File: src/rtl/sram_scan_ctrl_if.sv
// SRAM-side bus of the scan controller: per-macro chip selects, shared port
// controls and the packed read-data buses returned by the macro array.
interface sram_scan_ctrl_if #(
  parameter int unsigned NUM_MACROS = 12,
  parameter int unsigned ADDR_W     = 16,
  parameter int unsigned DATA_W     = 32
);
  logic [NUM_MACROS-1:0]        macro_csb0;
  logic [NUM_MACROS-1:0]        macro_csb1;
  logic                         web0;
  logic                         web1;
  logic [3:0]                   wmask0;
  logic [3:0]                   wmask1;
  logic [ADDR_W-1:0]            addr0;
  logic [ADDR_W-1:0]            addr1;
  logic [DATA_W-1:0]            din0;
  logic [DATA_W-1:0]            din1;
  logic [NUM_MACROS*DATA_W-1:0] dout0_bus;
  logic [NUM_MACROS*DATA_W-1:0] dout1_bus;

  modport master (
    output macro_csb0, macro_csb1, web0, web1, wmask0, wmask1,
           addr0, addr1, din0, din1,
    input  dout0_bus, dout1_bus
  );

  modport slave (
    input  macro_csb0, macro_csb1, web0, web1, wmask0, wmask1,
           addr0, addr1, din0, din1,
    output dout0_bus, dout1_bus
  );
endinterface

File: src/rtl/sram_scan_ctrl.sv
// Scan-chain SRAM test controller: a shifted-in command packet is issued as one
// access cycle to the selected macro and read data is captured back into the packet.
module sram_scan_ctrl #(
  parameter int unsigned NUM_MACROS = 12,
  parameter int unsigned ADDR_W     = 16,
  parameter int unsigned DATA_W     = 32,
  parameter int unsigned READ_LAT   = 1
) (
  input  logic             clk,
  input  logic             resetn,
  input  logic             scan_en,
  input  logic             scan_in,
  output logic             scan_out,
  input  logic             csb_n,
  input  logic             sram_load,
  output logic             busy,
  output logic             sel_err,
  sram_scan_ctrl_if.master sram
);

  localparam int unsigned PKT_W = 4 + 2 * (ADDR_W + DATA_W + 6);
  localparam int unsigned CNT_W = (READ_LAT > 1) ? $clog2(READ_LAT) : 1;

  typedef struct packed {
    logic [3:0]        sel;
    logic [ADDR_W-1:0] addr0;
    logic [DATA_W-1:0] din0;
    logic              csb0;
    logic              web0;
    logic [3:0]        wmask0;
    logic [ADDR_W-1:0] addr1;
    logic [DATA_W-1:0] din1;
    logic              csb1;
    logic              web1;
    logic [3:0]        wmask1;
  } pkt_t;

  typedef enum logic [1:0] {S_IDLE, S_ISSUE, S_WAIT, S_CAPT} state_t;

  state_t            state, state_next;
  logic [CNT_W-1:0]  cnt, cnt_next;
  logic              load_pend, load_pend_next;
  logic              issue_go, capt_go;

  pkt_t              shreg;
  logic              csb_n_q;
  logic [3:0]        sel_q;
  logic              sel_ok_q, rd0_q, rd1_q;

  logic              sel_ok;
  logic [NUM_MACROS-1:0] csb0_pick, csb1_pick;
  logic [DATA_W-1:0] dout0_sel, dout1_sel;

  assign scan_out = shreg[PKT_W-1];
  assign sel_ok   = (32'(shreg.sel) < NUM_MACROS);

  always_comb begin
    csb0_pick = '1;
    csb1_pick = '1;
    dout0_sel = '0;
    dout1_sel = '0;
    for (int unsigned k = 0; k < NUM_MACROS; k++) begin
      if (32'(shreg.sel) == k) begin
        csb0_pick[k] = shreg.csb0;
        csb1_pick[k] = shreg.csb1;
      end
      if (32'(sel_q) == k) begin
        dout0_sel = sram.dout0_bus[k*DATA_W +: DATA_W];
        dout1_sel = sram.dout1_bus[k*DATA_W +: DATA_W];
      end
    end
  end

  always_ff @(posedge clk or negedge resetn) begin
    if (!resetn) begin
      state     <= S_IDLE;
      cnt       <= '0;
      load_pend <= 1'b0;
      busy      <= 1'b0;
    end else begin
      state     <= state_next;
      cnt       <= cnt_next;
      load_pend <= load_pend_next;
      busy      <= (state_next != S_IDLE);
    end
  end

  always_comb begin
    state_next     = state;
    cnt_next       = cnt;
    load_pend_next = load_pend;
    issue_go       = 1'b0;
    capt_go        = 1'b0;
    if (scan_en) begin
      state_next     = S_IDLE;
      load_pend_next = 1'b0;
    end else begin
      unique case (state)
        S_IDLE: begin
          if (csb_n_q && !csb_n) begin
            state_next = S_ISSUE;
            issue_go   = 1'b1;
          end
        end
        S_ISSUE: begin
          load_pend_next = 1'b0;
          if (sel_ok_q && (rd0_q || rd1_q)) begin
            state_next = S_WAIT;
            cnt_next   = CNT_W'(READ_LAT - 1);
          end else begin
            state_next = S_IDLE;
          end
        end
        S_WAIT: begin
          if (sram_load) load_pend_next = 1'b1;
          if (cnt == '0) state_next = S_CAPT;
          else           cnt_next   = cnt - 1'b1;
        end
        S_CAPT: begin
          if (sram_load || load_pend) begin
            capt_go        = 1'b1;
            load_pend_next = 1'b0;
            state_next     = S_IDLE;
          end
        end
        default: state_next = S_IDLE;
      endcase
    end
  end

  // Chip selects pulse for exactly the ISSUE cycle; everything else holds its last value.
  always_ff @(posedge clk or negedge resetn) begin
    if (!resetn) begin
      shreg           <= '0;
      csb_n_q         <= 1'b1;
      sel_q           <= '0;
      sel_ok_q        <= 1'b0;
      rd0_q           <= 1'b0;
      rd1_q           <= 1'b0;
      sel_err         <= 1'b0;
      sram.macro_csb0 <= '1;
      sram.macro_csb1 <= '1;
      sram.web0       <= 1'b1;
      sram.web1       <= 1'b1;
      sram.wmask0     <= '0;
      sram.wmask1     <= '0;
      sram.addr0      <= '0;
      sram.addr1      <= '0;
      sram.din0       <= '0;
      sram.din1       <= '0;
    end else begin
      csb_n_q         <= csb_n;
      sram.macro_csb0 <= '1;
      sram.macro_csb1 <= '1;
      if (scan_en) begin
        shreg <= pkt_t'({shreg[PKT_W-2:0], scan_in});
      end else if (capt_go) begin
        if (rd0_q) shreg.din0 <= dout0_sel;
        if (rd1_q) shreg.din1 <= dout1_sel;
      end
      if (issue_go) begin
        sel_q           <= shreg.sel;
        sel_ok_q        <= sel_ok;
        rd0_q           <= sel_ok && !shreg.csb0 && shreg.web0;
        rd1_q           <= sel_ok && !shreg.csb1 && shreg.web1;
        sel_err         <= sel_err | !sel_ok;
        sram.macro_csb0 <= csb0_pick;
        sram.macro_csb1 <= csb1_pick;
        sram.web0       <= shreg.web0;
        sram.web1       <= shreg.web1;
        sram.wmask0     <= shreg.wmask0;
        sram.wmask1     <= shreg.wmask1;
        sram.addr0      <= shreg.addr0;
        sram.addr1      <= shreg.addr1;
        sram.din0       <= shreg.din0;
        sram.din1       <= shreg.din1;
      end
    end
  end

endmodule

File: src/flat_wrapper.sv
// flat-port wrapper written by rule: the top's interface ports become plain ports
module sram_scan_ctrl_flat 
#(
  parameter int unsigned NUM_MACROS = 12,
  parameter int unsigned ADDR_W     = 16,
  parameter int unsigned DATA_W     = 32,
  parameter int unsigned READ_LAT   = 1
)
  (clk, resetn, scan_en, scan_in, scan_out, csb_n, sram_load, busy, sel_err, sram_macro_csb0, sram_macro_csb1, sram_web0, sram_web1, sram_wmask0, sram_wmask1, sram_addr0, sram_addr1, sram_din0, sram_din1, sram_dout0_bus, sram_dout1_bus);
  sram_scan_ctrl_if #(.NUM_MACROS(NUM_MACROS), .ADDR_W(ADDR_W), .DATA_W(DATA_W)) sram_i ();
  input  logic clk;
  input  logic resetn;
  input  logic scan_en;
  input  logic scan_in;
  output logic scan_out;
  input  logic csb_n;
  input  logic sram_load;
  output logic busy;
  output logic sel_err;
  output wire logic [$bits(sram_i.macro_csb0)-1:0] sram_macro_csb0;
  output wire logic [$bits(sram_i.macro_csb1)-1:0] sram_macro_csb1;
  output wire logic [$bits(sram_i.web0)-1:0] sram_web0;
  output wire logic [$bits(sram_i.web1)-1:0] sram_web1;
  output wire logic [$bits(sram_i.wmask0)-1:0] sram_wmask0;
  output wire logic [$bits(sram_i.wmask1)-1:0] sram_wmask1;
  output wire logic [$bits(sram_i.addr0)-1:0] sram_addr0;
  output wire logic [$bits(sram_i.addr1)-1:0] sram_addr1;
  output wire logic [$bits(sram_i.din0)-1:0] sram_din0;
  output wire logic [$bits(sram_i.din1)-1:0] sram_din1;
  input wire logic [$bits(sram_i.dout0_bus)-1:0] sram_dout0_bus;
  input wire logic [$bits(sram_i.dout1_bus)-1:0] sram_dout1_bus;
  assign sram_macro_csb0 = sram_i.macro_csb0;
  assign sram_macro_csb1 = sram_i.macro_csb1;
  assign sram_web0 = sram_i.web0;
  assign sram_web1 = sram_i.web1;
  assign sram_wmask0 = sram_i.wmask0;
  assign sram_wmask1 = sram_i.wmask1;
  assign sram_addr0 = sram_i.addr0;
  assign sram_addr1 = sram_i.addr1;
  assign sram_din0 = sram_i.din0;
  assign sram_din1 = sram_i.din1;
  assign sram_i.dout0_bus = sram_dout0_bus;
  assign sram_i.dout1_bus = sram_dout1_bus;
  sram_scan_ctrl #(.NUM_MACROS(NUM_MACROS), .ADDR_W(ADDR_W), .DATA_W(DATA_W), .READ_LAT(READ_LAT)) u_core (.clk(clk), .resetn(resetn), .scan_en(scan_en), .scan_in(scan_in), .scan_out(scan_out), .csb_n(csb_n), .sram_load(sram_load), .busy(busy), .sel_err(sel_err), .sram(sram_i));
endmodule
File: config.mk
export PLATFORM = sky130hd
export DESIGN_NAME = sram_scan_ctrl_flat
export DESIGN_NICKNAME = d
export VERILOG_FILES = /design/src/rtl/sram_scan_ctrl_if.sv /design/src/rtl/sram_scan_ctrl.sv /design/src/flat_wrapper.sv
export SDC_FILE = /design/constraint.sdc
export NUM_CORES = 1
export LEC_CHECK = 0
export CORE_AREA = 2 2 349 351
export CTS_BUF_LIST = sky130_fd_sc_hd__clkbuf_4 sky130_fd_sc_hd__clkbuf_8
export DETAILED_ROUTE_END_ITERATION = 10
export DIE_AREA = 0 0 351 353
export PLACE_DENSITY = 0.42
export SLEW_MARGIN = 25
export SYNTH_ARGS = -nofsm -noshare
export SYNTH_HDL_FRONTEND = slang
export SYNTH_SLANG_ARGS = --single-unit
File: constraint.sdc
create_clock -name clk -period 6.2 [get_ports clk]
set_clock_uncertainty 0.2 [all_clocks]
set_input_delay 1.55 -clock clk [delete_from_list [all_inputs] [get_ports clk]]
set_output_delay 1.55 -clock clk [all_outputs]
set_load 0.02 [all_outputs]
=== Yosys cells after proc, flatten, opt, wreduce, memory -nomap -nowiden ===
Cells that the tools add are included.

* Bits in registers: 256
* Output and inout port bits: 133
* Bits of input ports: 774

* Magnitude comparators: 1
* Equality and inequality tests: 28
* Muxes and demuxes: 75
* Reduce and logical (&&, ||, !) cells: 25
* Add/sub/neg operators: 1
* Bitwise operators: 2

{| class="wikitable"
|+ Operator list
! kind !! number
|-
| two-way mux 32 bit || 30
|-
| two-way mux 1 bit || 35
|-
| == test 4 x 3 -> 1 bit (second input constant) || 8
|-
| == test 4 bit (second input constant) || 8
|-
| two-way mux 12 bit || 2
|-
| == test 4 x 2 -> 1 bit (second input constant) || 4
|-
| two-way mux 2 bit || 5
|-
| nonzero test 2 bit || 5
|-
| == test 4 x 1 -> 1 bit (second input constant) || 2
|-
| zero test 4 bit || 2
|-
| one-hot mux 2 bit (4 select lines) || 1
|-
| logical AND 1 bit || 6
|-
| AND reduction 3 bit || 2
|-
| == test 2 bit (second input constant) || 2
|-
| zero test 1 bit || 4
|-
| less-than comparator 4 bit (second input constant) || 1
|-
| AND reduction 2 bit || 2
|-
| nonzero test 4 bit || 1
|-
| inequality test 3 x 2 -> 1 bit (second input constant) || 1
|-
| inequality test 3 bit (second input constant) || 1
|-
| one-hot mux 1 bit (3 select lines) || 1
|-
| == test 2 x 1 -> 1 bit (second input constant) || 1
|-
| zero test 2 bit || 1
|-
| logical OR 1 bit || 2
|-
| other kinds (5) || 5
|}

=== Logic depth before layout (Yosys ltp) ===
Gate-level depths: netlist of the first run.

* Depth after elaboration: 16
* Depth in mapped cells: 9
* Mapped depth without buffers: 7

=== Least setup slack after synthesis of the first run ===
No wires, ideal clock.

* Kind: input to register
* Start: input port sram_load
* End: register u_core.shreg[71] (netlist bit)
* Required time: 5.927 ns
* Stages: 8
* Data arrival time: 2.831 ns
* Setup slack: 3.096 ns
* Path buffers: 3
* Setup time: 0.073 ns
* Cells stage by stage: o21a_4 and3_4 buf_6 and2_4 buf_6 buf_6 a221o_1 a21oi_2

* Longest elaborated chain between the ends: 6

{| class="wikitable"
|+ RTL lines
! what !! RTL line !! text
|-
| start, declared || flat_wrapper.sv:17 || <nowiki>input logic sram_load;</nowiki>
|-
| logical OR 1 bit || sram_scan_ctrl.sv:120 || <nowiki>if (sram_load || load_pend) begin</nowiki>
|-
| two-way mux 1 bit || sram_scan_ctrl.sv:120 ||
|-
| two-way mux 1 bit || sram_scan_ctrl.sv:98 || <nowiki>unique case (state)</nowiki>
|-
| two-way mux 1 bit || sram_scan_ctrl.sv:94 || <nowiki>if (scan_en) begin</nowiki>
|-
| nonzero test 2 bit (no source line) || n/a ||
|-
| AND reduction 2 bit (no source line) || n/a ||
|-
| end signal, assigned || sram_scan_ctrl.sv:156 || <nowiki>shreg <= pkt_t'({shreg[PKT_W-2:0], scan_in});</nowiki>
|-
| end, declared || sram_scan_ctrl.sv:45 || <nowiki>pkt_t shreg;</nowiki>
|}

Every way passes these cells.
A chain may end at the register's enable or synchronous reset.

=== Worst setup path in the final report of the first run ===
* Start: register u_core.sel_q[2]
* End: register u_core.shreg[7] (netlist bit)

* Longest elaborated chain between the ends: 16
* Elaborated cells between the ends (all ways): 27
* Classes of those cells: eq/ne (11); mux (15); reduce/logical (1)

{| class="wikitable"
|+ RTL lines
! what !! RTL line !! text
|-
| start, declared || sram_scan_ctrl.sv:47 || <nowiki>logic [3:0] sel_q;</nowiki>
|-
| start signal, assigned || sram_scan_ctrl.sv:162 || <nowiki>sel_q <= shreg.sel;</nowiki>
|-
| zero test 4 bit || sram_scan_ctrl.sv:67 || <nowiki>if (32'(sel_q) == k) begin</nowiki>
|-
| two-way mux 32 bit (11 in a row) || sram_scan_ctrl.sv:67 ||
|-
| two-way mux 32 bit * || sram_scan_ctrl.sv:67 ||
|-
| two-way mux 32 bit * || sram_scan_ctrl.sv:159 || <nowiki>if (rd1_q) shreg.din1 <= dout1_sel;</nowiki>
|-
| two-way mux 32 bit * || sram_scan_ctrl.sv:157 || <nowiki>end else if (capt_go) begin</nowiki>
|-
| two-way mux 32 bit * || sram_scan_ctrl.sv:155 || <nowiki>if (scan_en) begin</nowiki>
|}

Mark *: on every way between the ends. The rest lies on a longest branch, timed or not. The select of a mux whose other input is x is not followed.

==> reports/qor.csv, run 1 <==
stage,metric,value,unit
global_routing,gr usage total,20.1,%
route,Final ANT Viol Nets,0,
synthesis,Synth Area in Simple Gates,16.1,%
critical_path,Worst setup SP type,flop,
global_routing,first-pass GRT wire length,172000,µm
synthesis,Most used DFF post-synth,dfrtp_1,
synthesis,cell count after synthesis,2070,
synthesis,syn_area_per_cell,8.31,µm²
synthesis,Post-synth top cells,"nand2_1, dfrtp_1, o21ai_0",
synthesis,share of the synthesized area in the top cell type,33.2,%
route,DR vias,20100,
power_and_ir_drop,Switch Pwr,5370,µW
route,vias per inst,4.41,
global_routing,number of global-route vias before repair,20800,
power_and_ir_drop,cell-internal power,5740,µW
final_layout,Final nets,3650,
timing,slew at the pin closest to its max-slew limit,1.11,ns
power_and_ir_drop,Switching Fraction,48.4,%
clock_network,Post-CTS Setup Inserts,0,
timing,final period utilization,61.7,%
timing,post-layout minimum cycle time,3.83,ns
synthesis,mapped cell area,0.0172,mm²
floorplanning,starting density of the core,14.3,%
placement,Placed Area,0.0278,mm²
clock_network,Post-CTS Resized,0,
route,WL/cell,28.4,µm
floorplanning,Placeable Area,0.121,mm²
power_and_ir_drop,VDD IR-drop max,0.151,mV
clock_network,Num Clock Sinks,255,
power_and_ir_drop,Reg power frac,24.6,%
power_and_ir_drop,Power per Cell Area,381,mW/mm²
timing,final max-slew violation count,0,
placement,PortBufs,906,
final_layout,Final Instance Count excl. Fillers,4557,
power_and_ir_drop,combinational share of power,56.1,%
synthesis,"Seq/Total Area, Yosys",37.3,%
floorplanning,DIE AREA,0.124,mm²
floorplanning,die width,351,µm
clock_network,CTS tree,built,
power_and_ir_drop,LEAKAGE,0.0111,µW
floorplanning,FP Rows,128,
final_layout,layout cell share with drive strength beyond 1,9.47,%
timing,final number of setup-violating endpoints,0,
route,Detailed Routing Iterations Pass 1,7,
synthesis,Post-Synth Adder-Cell Area,0.291,%
route,WL final,129000,µm
floorplanning,I/O Pins,907,
clock_network,Root Driver,clkbuf_8,
final_layout,fin area,0.0292,mm²
timing,Slew HR,25.4,%
synthesis,Synth Register Bits,255,
clock_network,clock transition at the registers of the reported paths,0.06,ns
synthesis,Synth Area in XOR/XNOR,0,%
route,Residual DRC,0,
synthesis,Yosys cell types,62,
worst_hold_path,Hold/Removal Path Class,flop to flop,
power_and_ir_drop,power share of the clock group,19.3,%
critical_path,Worst setup EP type,flop,
synthesis,mux share of post-synthesis cell area,14.7,%
synthesis,Post-Syn Nets,2848,
critical_path,WP data arrival,4.24,ns
floorplanning,Die Span Y,353,µm
global_routing,gr ovfl total,0,
synthesis,"Async S/R FF share, synth",100,%
critical_path,"critical path fanouts, max",25,
power_and_ir_drop,Total Power,11100,µW
run_status,run status,"complete, no violations",
global_routing,largest net degree at the start of global routing,111,
route,Iter 0 DRT Violations,1227,
timing,RSZ-0062 raised after global routing,false,
critical_path,Crit Path Class,flop to flop,
synthesis,top-count cell post-synth,nand2_1,
timing,Max Freq,261,MHz
final_layout,P&R area growth vs syn,69.4,%
timing,hold_ws,0.259,ns
clock_network,CTS buffer count,55,
timing,final hold vios,0,
placement,Placed Cells,4440,
critical_path,worst path required time,6.61,ns
placement,hpwl dp,101000,µm
clock_network,hold_buf cts,0,
clock_network,worst-skew pair later-pin latency,0.74,ns
timing,setup TNS,0,ns
synthesis,post-synthesis compound-gate area fraction,25.2,%
synthesis,"top cells by area, synth","dfrtp_1, mux2i_1, nand2_1",
synthesis,Post-synth EDFFs,0,
placement,routability cong.,0.848,
global_routing,antenna violations before repair,59,
flow_run,# Max-Cap Violations,0,
clock_network,worst-case clock buffer depth,3,
synthesis,"area leader, netlist",dfrtp_1,
synthesis,"Warnings, synthesis",0,
clock_network,CTS H-tree lvls,2,
synthesis,main combinational cell family by area after synthesis,compound AO/OA/AOI/OAI gates,
-- worst max-delay path, cell delays in order (launching register included) --
cell and delay, ns:
dfrtp_2 0.81, nand2b_1 0.67, nor2_4 0.34, buf_4 0.34
a221oi_1 0.88, a221o_1 0.33, a21oi_1 0.05
-- cell usage in the layout, fill, tap and decap left out, drive strengths merged, types with 5 or more instances in the layout --
| cell | instances |
|---|---|
| a21oi | 180 |
| a221o | 49 |
| a221oi | 104 |
| a22oi | 11 |
| a31oi | 12 |
| and3 | 5 |
| buf | 46 |
| clkbuf | 91 |
| clkdlybuf4s50 | 904 |
| clkinv | 6 |
| dfrtp | 228 |
| dfstp | 27 |
| diode | 16 |
| inv | 39 |
| mux2 | 57 |
| mux2i | 170 |
| mux4 | 8 |
| nand2 | 363 |
| nand2b | 11 |
| nand3 | 60 |
| nand3b | 7 |
| nor2 | 131 |
| nor2b | 5 |
| nor3 | 58 |
| o21ai | 209 |
| o21bai | 6 |
| o22ai | 65 |
-- per-layer routing --
layer	part of all wire, %	track usage (%)
met3	8.5	5.80
met5	0.11	0
met1	43	26.3
met4	1.6	4.30
met2	46	32.5
-- flip-flops by register name (all words and copies together), names as in the netlist --
register,cells
u_core.load_pend,1
u_core.sram.wmask1,4
u_core.sram.wmask0,4
u_core.csb_n_q,1
u_core.sram.web1,1
u_core.rd1_q,1
u_core.sel_q,4
u_core.sel_err,1
u_core.sram.addr0,16
u_core.shreg,111
u_core.sram.macro_csb0,12
u_core.sram.macro_csb1,12
u_core.state,2
u_core.sel_ok_q,1
u_core.sram.web0,1
u_core.sram.din1,32
u_core.busy,1
u_core.sram.addr1,16
u_core.rd0_q,1
u_core.scan_out,1
u_core.sram.din0,32
-- cell type report --
cell class | count | area [µm²]
antenna | 16 | 40.0
clock buffer | 91 | 1150
timing repair buffer | 950 | 9470
clock inverter | 10 | 125
sequential | 255 | 6430
tap | 1625 | 2030
multi-input combinational | 1572 | 9770
fill | 13300 | 91400
inverter | 38 | 153
-- worst paths after layout --
check | startpoint | endpoint | slack (ns) | cells after the start
max | u_core.sel_q[2] | u_core.shreg[7] | 2.37 | 6
min | u_core.sram.web0 | u_core.sram.web0 | 0.26 | 2
max reg2reg | u_core.sel_q[2] | u_core.shreg[7] | 2.37 | 6
min reg2reg | u_core.sram.web0 | u_core.sram.web0 | 0.26 | 2
max in group asynchronous | resetn | u_core.sram.wmask0[1] | 3.85 | 2
min in group asynchronous | resetn | u_core.state[0] | 0.68 | 1
-- cells by family after synthesis --
| family | after synthesis |
|---|---|
| muxes | 235 |
| adders and majority gates | 4 |
| buffers and inverters | 243 |
| AOI/OAI and AO/OA | 677 |
| and+or+nand+nor | 656 |
| DFF | 255 |
-- power groups by stage --
stage,Sequential [µW],Clock (µW),Combinational (µW)
floorplan,2730,0,3070
global placement,2770,0,6300
detailed placement,2770,0,6290
CTS,2740,2250,6320
global route,2810,2310,6690
finish,2730,2150,6230
-- through the flow --
stage          worst slack (ns)  util, %
3_3_place_gp               2.05     23.1
4_1_cts                    2.25     24.1
6_report                   2.37     24.2
5_1_grt                    2.27     24.2
3_5_place_dp               2.05     23.1
2_1_floorplan              3.10        -
Note: power is estimated with default switching activity, not from simulation.
==> inputs of run 2 (changes only) <==
clock period = 3.9 ns   (was 6.2 ns; I/O delays follow)
==> run 2 against run 1 <==
Against the previous run: setup slack lost 1.8 ns; power grew 59%; sequential share of layout area shrank 0.20 points; global-route usage is essentially flat; final area grew 0.91%; critical endpoint is now scan_out; final cell count grew 0.88%; via count grew 2.4%; critical path depth shrank 5; clock power grew 47%; register-to-register slack lost 1.6 ns; die area is the same.
==> reports/qor.csv, run 2 (synthesis gave the netlist of run 1 again) <==
stage,metric,value,unit
clock_network,worst-case clock buffer depth,3,
floorplanning,I/O Pins,907,
timing,post-layout minimum cycle time,3.28,ns
floorplanning,Placeable Area,0.121,mm²
floorplanning,starting density of the core,14.3,%
placement,routability cong.,0.854,
route,WL final,130000,µm
final_layout,Final Instance Count excl. Fillers,4597,
critical_path,WP buf/inv,1,
timing,RSZ-0062 raised after global routing,false,
final_layout,most frequent cells in the layout,"clkdlybuf4s50_1, nand2_1, dfrtp_1",
route,Detailed Routing Iterations Pass 1,5,
critical_path,Slowest cell on crit path,clkdlybuf4s50_1,
global_routing,largest net degree at the start of global routing,74,
clock_network,clock transition at the registers of the reported paths,0.06,ns
critical_path,WP data arrival,2.10,ns
placement,Place WS,0.501,ns
clock_network,CTS buffer count,54,
global_routing,gr usage total,20.1,%
route,Final ANT Viol Nets,0,
power_and_ir_drop,VDD IR-drop max,0.225,mV
power_and_ir_drop,Power per Cell Area,601,mW/mm²
global_routing,first-pass GRT wire length,173000,µm
timing,final hold vios,0,
timing,hold_ws,0.259,ns
clock_network,hold_buf cts,1,
final_layout,Largest regs,"u_core.shreg x111, u_core.sram.din0 x32, u_core.sram.din1 x32",
timing,slew at the pin closest to its max-slew limit,1.09,ns
timing,setup TNS,0,ns
final_layout,layout cell share with drive strength beyond 1,10.5,%
flow_run,# Max-Cap Violations,0,
final_layout,Final nets,3689,
timing,Slew HR,27.6,%
timing,Final WS setup,0.622,ns
critical_path,Worst setup EP type,output port,
placement,Placed Cells,4479,
route,DR vias,20600,
critical_path,crit-path max cell delay,0.79,ns
critical_path,Crit Path Class,flop to output port,
final_layout,P&R area growth vs syn,71.0,%
timing,final period utilization,84.1,%
placement,hpwl dp,103000,µm
final_layout,max FFs per register,111,
route,Iter 0 DRT Violations,1505,
clock_network,CTS tree,built,
clock_network,Post-CTS Resized,0,
route,WL/cell,28.2,µm
global_routing,number of global-route vias before repair,21000,
critical_path,"critical path fanouts, max",9,
run_status,run status,"complete, no violations",
global_routing,gr ovfl total,0,
power_and_ir_drop,LEAKAGE,0.0113,µW
clock_network,worst-skew pair later-pin latency,0.73,ns
critical_path,worst path required time,2.72,ns
clock_network,CTS H-tree lvls,2,
floorplanning,FP Rows,128,
final_layout,largest register by flop count,u_core.shreg,
floorplanning,DIE AREA,0.124,mm²
route,Residual DRC,0,
critical_path,"Critical Path, Cell by Cell",clkdlybuf4s50_1,
global_routing,antenna violations before repair,63,
timing,final max-slew violation count,0,
worst_hold_path,Hold/Removal Path Class,flop to flop,
clock_network,Root Driver,clkbuf_8,
critical_path,cell family with most CP delay,buffers and inverters,
timing,final number of setup-violating endpoints,0,
floorplanning,die width,351,µm
placement,PortBufs,906,
final_layout,"commonest non-fill, non-tap cell in the layout",clkdlybuf4s50_1,
timing,Max Freq,305,MHz
clock_network,Post-CTS Setup Inserts,0,
floorplanning,Die Span Y,353,µm
clock_network,Num Clock Sinks,255,
power_and_ir_drop,Total Power,17700,µW
route,vias per inst,4.48,
critical_path,Worst setup SP type,flop,
[run 2: cell type report]
class / count / area, µm²
inverters: 38 / 153
flip-flops and latches: 255 / 6430
clock buffers: 86 / 1060
well taps: 1625 / 2030
multi-input cells: 1572 / 9750
fillers: 13300 / 91200
repair buffers: 990 / 9860
diodes: 20 / 50.0
clock inverters: 11 / 82.6
[run 2: stage by stage]
| stage | util, % | area [µm²] |
|---|---|---|
| after floorplan | - | 17200 |
| after global placement | 23.4 | 28200 |
| after detailed placement | 23.4 | 28200 |
| after CTS | 24.4 | 29400 |
| after global routing | 24.4 | 29400 |
| final | 24.4 | 29400 |
[run 2: path summary, 6_finish.rpt]
path / startpoint / to / slack, ns / cells past startpoint
worst max-delay path: u_core.scan_out / scan_out / 0.62 / 1
worst min register to register: u_core.sram.web0 / u_core.sram.web0 / 0.26 / 2
worst max register to register: u_core.sel_q[1] / u_core.shreg[26] / 0.73 / 6
worst min-delay path: u_core.sram.web0 / u_core.sram.web0 / 0.26 / 2
max in group asynchronous: resetn / u_core.sram.macro_csb1[3] / 1.89 / 3
min in group asynchronous: resetn / u_core.sram.din0[5] / 0.64 / 2
[run 2: per-layer routing]
| metal | part of all wire, % | GRT usage, % | wire, µm | vias up |
|---|---|---|---|---|
| met4 | 1.4 | 3.91 | 1870 | 34 |
| met1 | 43 | 26.0 | 56000 | 10200 |
| li1 | - | - | - | 9313 |
| met3 | 7.9 | 5.39 | 10300 | 134 |
| met5 | 0.16 | 0 | 214 | - |
| met2 | 47 | 33.4 | 61500 | 884 |
[run 2: power by group]
part	leakage, µW	internal (µW)	switching (µW)
combinational	0.00773	3890	6300
clock	0.000617	1740	1410
sequential	0.00294	3440	893
total	0.0113	9070	8600
==> inputs of run 3 (changes only) <==
clock period = 3.1 ns   (was 3.9 ns; I/O delays follow)
==> run 3 against run 2 <==
Against the previous run: flip-flop and latch count unchanged; hold slack improved by 0.0058 ns; power is 29% higher; first-iteration DRC count decreased by 7.0%; global-route usage down 0.079 points; register-to-register slack worse by 0.52 ns; largest cell class unchanged.
==> reports/qor.csv, run 3 (synthesis gave the netlist of run 1 again) <==
stage,metric,value,unit
timing,RSZ-0062 raised after global routing,false,
critical_path,Slowest cell on crit path,nor3_1,
power_and_ir_drop,Switching Fraction,47.4,%
placement,hpwl dp,106000,µm
route,uppermost layer routed,met5,
critical_path,"critical path fanouts, max",19,
worst_hold_path,Hold/Removal Path Class,flop to flop,
floorplanning,Die Span Y,353,µm
power_and_ir_drop,Power per Cell Area,759,mW/mm²
critical_path,worst flop-to-flop path endpoint,u_core.shreg[91],
floorplanning,DIE AREA,0.124,mm²
global_routing,first-pass GRT wire length,172000,µm
timing,post-layout minimum cycle time,2.89,ns
route,Residual DRC,0,
floorplanning,Placeable Area,0.121,mm²
timing,Max Freq,347,MHz
final_layout,max FFs per register,111,
flow_run,# Max-Cap Violations,0,
route,WL met2,60700,µm
timing,setup TNS,0,ns
critical_path,Reg2Reg Setup Slack,0.21,ns
clock_network,worst-skew pair later-pin latency,0.71,ns
global_routing,gr usage total,20.0,%
timing,Slew HR,29.3,%
route,Final ANT Viol Nets,0,
worst_hold_path,Worst Hold Depth,2,
critical_path,Worst setup EP type,flop,
clock_network,Num Clock Sinks,255,
critical_path,worst path required time,3.54,ns
global_routing,gr ovfl total,0,
route,WL met3,11100,µm
power_and_ir_drop,power share of the clock group,17.8,%
floorplanning,starting density of the core,14.3,%
power_and_ir_drop,VDD IR-drop max,0.338,mV
timing,final period utilization,93.1,%
critical_path,worst r2r path cells,5,
clock_network,CTS buffer count,51,
critical_path,"Critical Path, Cell by Cell","or2_4, o22ai_1, nor3_1, o21ai_1, a31oi_1",
critical_path,Setup crit start,u_core.sel_q[0],
worst_hold_path,min-delay src,u_core.sram.web0,
clock_network,clock transition at the registers of the reported paths,0.06,ns
power_and_ir_drop,LEAKAGE,0.0116,µW
power_and_ir_drop,Reg power frac,23.5,%
route,DR vias,20500,
floorplanning,FP Rows,128,
power_and_ir_drop,cell-internal power,12000,µW
route,WL/cell,27.7,µm
global_routing,largest net degree at the start of global routing,57,
final_layout,"commonest non-fill, non-tap cell in the layout",clkdlybuf4s50_1,
final_layout,most frequent cells in the layout,"clkdlybuf4s50_1, nand2_1, dfrtp_1",
clock_network,CTS H-tree lvls,2,
clock_network,Root Driver,clkbuf_8,
route,WL final,129000,µm
floorplanning,I/O Pins,907,
critical_path,crit-path max cell delay,0.83,ns
clock_network,CTS tree,built,
route,Iter 0 DRT Violations,1399,
timing,final hold vios,0,
critical_path,Crit Path Class,flop to flop,
timing,slew at the pin closest to its max-slew limit,1.05,ns
critical_path,Worst setup SP type,flop,
run_status,run status,"complete, no violations",
final_layout,layout cell share with drive strength beyond 1,12.1,%
power_and_ir_drop,Switch Pwr,10800,µW
floorplanning,die width,351,µm
route,Detailed Routing Iterations Pass 1,5,
final_layout,Final nets,3741,
placement,routability cong.,0.856,
placement,PortBufs,906,
worst_hold_path,hold path endpoint,u_core.sram.web0,
timing,final number of setup-violating endpoints,0,
power_and_ir_drop,combinational share of power,58.7,%
critical_path,source of the worst register-to-register timing path,u_core.sel_q[0],
final_layout,P&R area growth vs syn,74.4,%
final_layout,Largest regs,"u_core.shreg x111, u_core.sram.din0 x32, u_core.sram.din1 x32",
final_layout,largest register by flop count,u_core.shreg,
global_routing,number of global-route vias before repair,21100,
final_layout,Finished Core Util,24.9,%
clock_network,worst-case clock buffer depth,3,
global_routing,antenna violations before repair,63,
route,vias per inst,4.41,
route,metal1 wirelength,54300,µm
timing,final max-slew violation count,0,
clock_network,Post-CTS Setup Inserts,0,
critical_path,WP data arrival,3.33,ns
-- run 3: worst max-delay path, delay by kind of cell, from the launching register on --
kind | cells | cell delay, ns
AO/OA/AOI/OAI | 3 | 0.59
AND/OR/NAND/NOR | 2 | 1.31
flip-flops | 1 | 0.66
-- run 3: how the worst max path moves through the flow --
stage | to | slack, ns
after floorplan | u_core.shreg[71] | 0.77
after global placement | u_core.shreg[32] | 0.12
after detailed placement | u_core.shreg[32] | 0.05
after CTS | sram_din0[30] | 0.14
after global routing | sram_din0[30] | 0.11
final | u_core.shreg[91] | 0.21
-- run 3: power groups by stage --
stage | combinational (µW) | sequential (µW) | clock, µW
6_report | 13400 | 5360 | 4050
5_1_grt | 14300 | 5510 | 4350
4_1_cts | 13500 | 5380 | 4210
3_5_place_dp | 13400 | 5430 | 0
3_3_place_gp | 13500 | 5410 | 0
2_1_floorplan | 6140 | 5460 | 0
-- run 3: timing repair --
item                       in CTS  in global routing
setup endpoints to repair       1                  0
gates resized for setup         1                  0
hold buffers                    1                  0
hold endpoints to repair       46                  0
-- run 3: area by class of cell --
cell class / count / area [µm²]
Antenna cell: 26 / 65.1
Clock buffer: 87 / 1050
Clock inverter: 8 / 114
Fill cell: 13300 / 90600
Inverter: 38 / 153
Multi-Input combinational cell: 1572 / 9750
Sequential cell: 255 / 6430
Tap cell: 1625 / 2030
Timing Repair Buffer: 1045 / 10400
-- run 3: metrics by stage --
stage	area, µm²	worst slack (ns)	hold slack [ns]	total power, µW	cells
6_report	30000	0.215	0.265	22800	4656
5_1_grt	30000	0.113	0.293	24100	4644
4_1_cts	29900	0.141	0.260	23100	4630
3_5_place_dp	28800	0.0528	0.251	18900	4534
3_3_place_gp	28800	0.124	0.248	18900	4534
2_1_floorplan	17200	0.771	0.251	11600	2070
-- run 3: metal layers --
metal | global-route usage, % | vias to the layer above
met2 | 32.9 | 884
met5 | 0 | -
li1 | - | 9430
met3 | 6.02 | 161
met1 | 25.1 | 10000
met4 | 5.56 | 30
